[config.mk]
export PLATFORM = sky130hd
export DESIGN_NAME = settings_menu
export DESIGN_NICKNAME = d
export VERILOG_FILES = /design/src/rtl/settings_pkg.sv /design/src/rtl/blink_timer.sv /design/src/rtl/settings_menu.sv
export SDC_FILE = /design/constraint.sdc
export NUM_CORES = 1
export LEC_CHECK = 0
export BUFFER_PORTS_ARGS = -buffer_cell sky130_fd_sc_hd__buf_4
export CAP_MARGIN = 10
export CORE_MARGIN = 2
export CORE_UTILIZATION = 52
export DETAILED_ROUTE_END_ITERATION = 16
export HOLD_SLACK_MARGIN = 0.1
export PLACE_DENSITY = 0.85
export SLEW_MARGIN = 20
export SYNTH_ARGS = -nofsm -noshare
export SYNTH_HDL_FRONTEND = slang
export SYNTH_SLANG_ARGS = --single-unit
[constraint.sdc]
create_clock -name clk -period 2.2 [get_ports clk]
set_input_delay 0 -clock clk [delete_from_list [all_inputs] [get_ports clk]]
set_output_delay 0 -clock clk [all_outputs]
set_load 0.01 [all_outputs]
[src/rtl/settings_pkg.sv]
// Settings menu shared types.
// Colour constants and menu state enum.
package settings_pkg;

  localparam logic [15:0] WHITE   = 16'hFFFF;
  localparam logic [15:0] BLACK   = 16'h0000;
  localparam logic [15:0] SKYBLUE = 16'h5FFF;
  localparam logic [15:0] GREEN   = 16'h07E0;
  localparam logic [15:0] RED     = 16'hF800;

  typedef enum logic {
    BROWSE  = 1'b0,
    CONFIRM = 1'b1
  } menu_state_t;

endpackage

[src/rtl/blink_timer.sv]
// Cursor blink timer.
// Toggles blink_on every BLINK_FRAMES frame ticks.
module blink_timer #(
  parameter int BLINK_FRAMES = 16
) (
  input  logic clk,
  input  logic reset,
  input  logic frame_tick,
  input  logic clear,
  output logic blink_on
);

  localparam int W = $clog2(BLINK_FRAMES + 1);
  localparam logic [W-1:0] LAST = W'(BLINK_FRAMES - 1);

  logic [W-1:0] cnt;

  always_ff @(posedge clk or posedge reset) begin
    if (reset) begin
      cnt      <= '0;
      blink_on <= 1'b1;
    end else if (clear) begin
      cnt      <= '0;
      blink_on <= 1'b1;
    end else if (frame_tick) begin
      if (cnt == LAST) begin
        cnt      <= '0;
        blink_on <= ~blink_on;
      end else begin
        cnt <= cnt + W'(1);
      end
    end
  end

endmodule

[src/rtl/settings_menu.sv]
// OLED settings menu: cursor, commit FSM
// and a single-register pixel path.
module settings_menu
  import settings_pkg::*;
#(
  parameter int N_ITEMS        = 2,
  parameter int ROW_Y0         = 35,
  parameter int ROW_H          = 9,
  parameter int BLINK_FRAMES   = 16,
  parameter int CONFIRM_FRAMES = 8,
  parameter int IDLE_FRAMES    = 600
) (
  input  logic        clk,
  input  logic        reset,
  input  logic        frame_tick,
  input  logic        btn_up,
  input  logic        btn_down,
  input  logic        btn_sel,
  input  logic [6:0]  x,
  input  logic [5:0]  y,
  input  logic        text_px,
  output logic [15:0] oled_data,
  output logic [1:0]  cursor,
  output logic [1:0]  choice,
  output logic        choice_valid,
  output logic        confirm_pulse
);

  localparam logic [1:0] LAST = 2'(N_ITEMS - 1);
  localparam int IW = $clog2(IDLE_FRAMES + 1);
  localparam int CW = $clog2(CONFIRM_FRAMES + 1);
  localparam logic [IW-1:0] IDLE_LAST = IW'(IDLE_FRAMES - 1);
  localparam logic [CW-1:0] CONF_LAST = CW'(CONFIRM_FRAMES - 1);

  menu_state_t   state;
  logic          armed;
  logic [IW-1:0] idle_cnt;
  logic [CW-1:0] conf_cnt;
  logic          blink_on;
  logic          browse;
  logic          take_sel;
  logic          take_move;
  logic          accepted;
  logic          hit;
  logic [1:0]    band;
  logic          hl;
  logic [15:0]   pix_next;

  // armed masks buttons on the first edge after reset
  assign browse    = (state == BROWSE) && armed;
  assign take_sel  = browse && btn_sel;
  assign take_move = browse && !btn_sel
                   && (btn_up ^ btn_down);
  assign accepted  = take_sel | take_move;

  blink_timer #(
    .BLINK_FRAMES(BLINK_FRAMES)
  ) u_blink (
    .clk       (clk),
    .reset     (reset),
    .frame_tick(frame_tick),
    .clear     (accepted),
    .blink_on  (blink_on)
  );

  always_ff @(posedge clk or posedge reset) begin
    if (reset) begin
      state         <= BROWSE;
      armed         <= 1'b0;
      cursor        <= '0;
      choice        <= '0;
      choice_valid  <= 1'b0;
      confirm_pulse <= 1'b0;
      idle_cnt      <= '0;
      conf_cnt      <= '0;
    end else begin
      armed         <= 1'b1;
      confirm_pulse <= take_sel;
      unique case (state)
        BROWSE: begin
          if (take_sel) begin
            choice       <= cursor;
            choice_valid <= 1'b1;
            conf_cnt     <= '0;
            idle_cnt     <= '0;
            state        <= CONFIRM;
          end else if (take_move) begin
            idle_cnt <= '0;
            if (btn_up)
              cursor <= (cursor == 2'd0) ? LAST
                      : cursor - 2'd1;
            else
              cursor <= (cursor == LAST) ? 2'd0
                      : cursor + 2'd1;
          end else if (frame_tick) begin
            if (idle_cnt == IDLE_LAST) begin
              idle_cnt <= '0;
              cursor   <= choice_valid ? choice
                        : 2'd0;
            end else begin
              idle_cnt <= idle_cnt + IW'(1);
            end
          end
        end
        CONFIRM: begin
          if (frame_tick) begin
            if (conf_cnt == CONF_LAST) begin
              conf_cnt <= '0;
              cursor   <= choice;
              state    <= BROWSE;
            end else begin
              conf_cnt <= conf_cnt + CW'(1);
            end
          end
        end
        default: state <= BROWSE;
      endcase
    end
  end

  always_comb begin
    hit  = 1'b0;
    band = '0;
    for (int i = 0; i < N_ITEMS; i++) begin
      if (int'(y) >= ROW_Y0 + i * ROW_H &&
          int'(y) <  ROW_Y0 + (i + 1) * ROW_H) begin
        hit  = 1'b1;
        band = 2'(i);
      end
    end
    // CONFIRM flashes on even frame counts
    hl = (state == CONFIRM) ? ~conf_cnt[0]
       : blink_on;
    pix_next = WHITE;
    if (text_px)
      pix_next = BLACK;
    else if (x < 7'd96 && hit &&
             band == cursor && hl)
      pix_next = SKYBLUE;
  end

  always_ff @(posedge clk or posedge reset) begin
    if (reset) oled_data <= WHITE;
    else       oled_data <= pix_next;
  end

endmodule

==> results_dict.tcl <==
set metrics [dict create \
    outcome "completed" \
    wl_per_cell_microns 12.5 \
    async_reset_ff_share_pct 100 \
    rsz0062_at_grt "no" \
    leakage_uw 0.000962 \
    die_area_sq_um 3690 \
    yosysTopAreaCell "dfrtp_1" \
    syn_nets 204 \
    io_buffers 36 \
    grtUsageMet2_pct 35.9 \
    yosys.cell_count.top_type "dfrtp_1" \
    ys.warnings.count 0 \
    drc_errors 0 \
    vias 1407 \
    yosysSeqAreaShare_pct 45.1 \
    vdd_drop_max_mv 0.579 \
    met1_usage_pct 25.4 \
    yosys.area_share.xor_xnor_pct 4.71 \
    h-tree-depth 2 \
    cts-resized-gates 0 \
    critPathLaunchType "register" \
    cts_tree "yes" \
    antenna_found_initial 0 \
    crit_arrival_ns 2.19 \
    hpwl_microns 2400 \
    synth_top_family_by_area "simple AND/OR/NAND/NOR gates" \
    clock.fmax_mhz 518 \
    setup_violations 0 \
    cts_max_path_buffers 2 \
    syn_inst 181 \
    whs_ns 0.211 \
    endpoint_kind "register" \
    grt_pass1_vias 1319 \
    die_w_microns 60.7 \
    detailedPlace.worstSlack_ns 0.456 \
    cts_buffers 5 \
    grt_max_degree 31 \
    firstDrtPassIters 4 \
    setup_ws_ns 0.270 \
    fin_crit_sh_pct 87.7 \
    synth_compound_area_share_pct 14.8 \
    root_buffer "clkbuf_4" \
    yosys.area.top_type_share_pct 40.4 \
    setup_tns_ns 0 \
    yosys-top-cells-area "dfrtp_1 (40%), buf_4 (6.7%), dfstp_2 (4.7%)" \
    grt_first_pass_wirelength_microns 5660 \
    insertion_delay_ns 0.33 \
    synth_commonest_cells "dfrtp_1 (27), nand2_1 (19), buf_4 (15)" \
    area_delta_synth_final_pct 21.7 \
    syn_area_sq_um 1670 \
    hold_viol 0 \
    clkSinkCount 30 \
    critPathRequiredTime_ns 2.46 \
    core_sq_um 3050 \
    pin_count 42 \
    synth_edf_count 0 \
    cp_max_fo 5 \
    n_antenna_cell 0 \
    grt_busiest_layer "met2" \
    drive_gt1_share_pct 23.7 \
    via_per_inst 5.35 \
    skew_ns 0.0116 \
    syn_area_per_cell_sq_um 9.25 \
    grt_use_total_pct 20.6 \
    rows 20 \
    synthAdderAreaFrac_pct 2.24 \
    place_congestion 0.816 \
    drv_slew 0 \
    power_uw 1840 \
    yosys_most_used_dff "dfrtp_1" \
    synth_seq_cells 30 \
    fin_nets 241 \
    muxShareOfSynthArea_pct 1.79 \
    die_y_microns 60.7 \
    clk_pin_slew_ns 0.09 \
    min_period_ns 1.93 \
    met3_usage_pct 5.76 \
    drv_cap 0 \
    start_util_pct 54.8 \
    drt-total-wl_microns 3300 \
    ys_types 43 \
    antenna_left 0 \
    drt-initial-drc-count 42 \
    grt-ovfl-total 0 \
    power.density_nw_per_um2 901 \
    critical_path_class "reg2reg" \
    hold_class "in2reg" \
    synth-simple-area-share_pct 21.9 \
]
==> cell type report <==
type	instances	area, sq um
clock buffers	7	55.1
clock inverters	1	5.00
multi-input cells	125	764
fillers	273	1010
flip-flops and latches	30	754
well taps	44	55.1
repair buffers	47	370
inverters	9	33.8
==> path summary, 6_finish.rpt <==
check	from	to	slack, ns	cells past startpoint
max	cursor[0]$_DFFE_PP0P_	oled_data[13]$_DFF_PP1_	0.27	5
min	btn_up	cursor[1]$_DFFE_PP0P_	0.21	4
max reg2reg	cursor[0]$_DFFE_PP0P_	oled_data[13]$_DFF_PP1_	0.27	5
min reg2reg	idle_cnt[2]$_DFFE_PP0P_	idle_cnt[2]$_DFFE_PP0P_	0.51	2
max in group asynchronous	reset	u_blink.blink_on$_DFFE_PP1P_	1.58	4
min in group asynchronous	reset	idle_cnt[6]$_DFFE_PP0P_	0.30	4
==> repair_timing <==
| action | CTS | global route |
|---|---|---|
| endpoints found under the hold margin | 38 | 0 |
| buffers inserted | 0 | 0 |
| setup endpoints to repair | 0 | 0 |
| hold buffers | 7 | 0 |
==> state kept, by name, indices dropped and copies added (netlist names) <==
signal,count
u_blink.blink_on,1
oled_data,2
choice,2
choice_valid,1
confirm_pulse,1
u_blink.cnt,5
cursor,2
state,1
armed,1
conf_cnt,4
idle_cnt,10
==> worst max-delay path: stages, from the launching register on <==
cell	delay, ns
dfrtp_1	0.44
nor2b_1	0.12
o21ai_0	0.07
dlygate4sd3_1	0.56
a31oi_1	0.12
dlygate4sd3_1	0.56
==> cells by family (layout without fill, tap and decap cells) <==
group	Yosys count	in the layout
fa+ha+maj	3	3
xor+xnor	9	9
other cells	1	1
compound gates	38	38
mux	3	3
simple gates	71	71
flops	30	30
buf+inv	26	64
==> through the flow <==
step	instances	utilization (%)	instance area, sq um
4_1_cts	263	66.8	2040
3_5_place_dp	248	62.5	1910
3_3_place_gp	248	62.5	1910
2_1_floorplan	181	-	1670
6_report	263	66.8	2040
5_1_grt	263	66.8	2040
==> routing by layer <==
layer,wire [microns],vias to the layer above,part of all wire (%)
li1,-,702,-
met4,27,0,0.82
met1,1480,657,45
met3,215,4,6.5
met2,1570,44,48
met5,0,-,0
==> where the power goes <==
group | internal, uW | switching (uW) | total [uW]
clock network | 155 | 182 | 337
registers | 707 | 181 | 888
logic | 300 | 311 | 611
==> placed cells by master (no fill, tap or decap), drive strengths merged, types with 2 or more instances in the layout <==
cell type / count
a211oi: 3
buf: 40
o21ai: 13
mux2i: 3
nand4: 5
dfrtp: 27
xor2: 8
o21a: 2
and4b: 2
or3: 2
a31oi: 3
clkbuf: 7
o31ai: 3
dfstp: 3
nand3: 13
nor3: 2
dlygate4sd3: 7
nand2: 19
nand2b: 3
nor2: 13
nand4b: 2
nor2b: 3
a21oi: 5
inv: 9
and3: 3
ha: 3
Power figures use the tool's default switching activity.
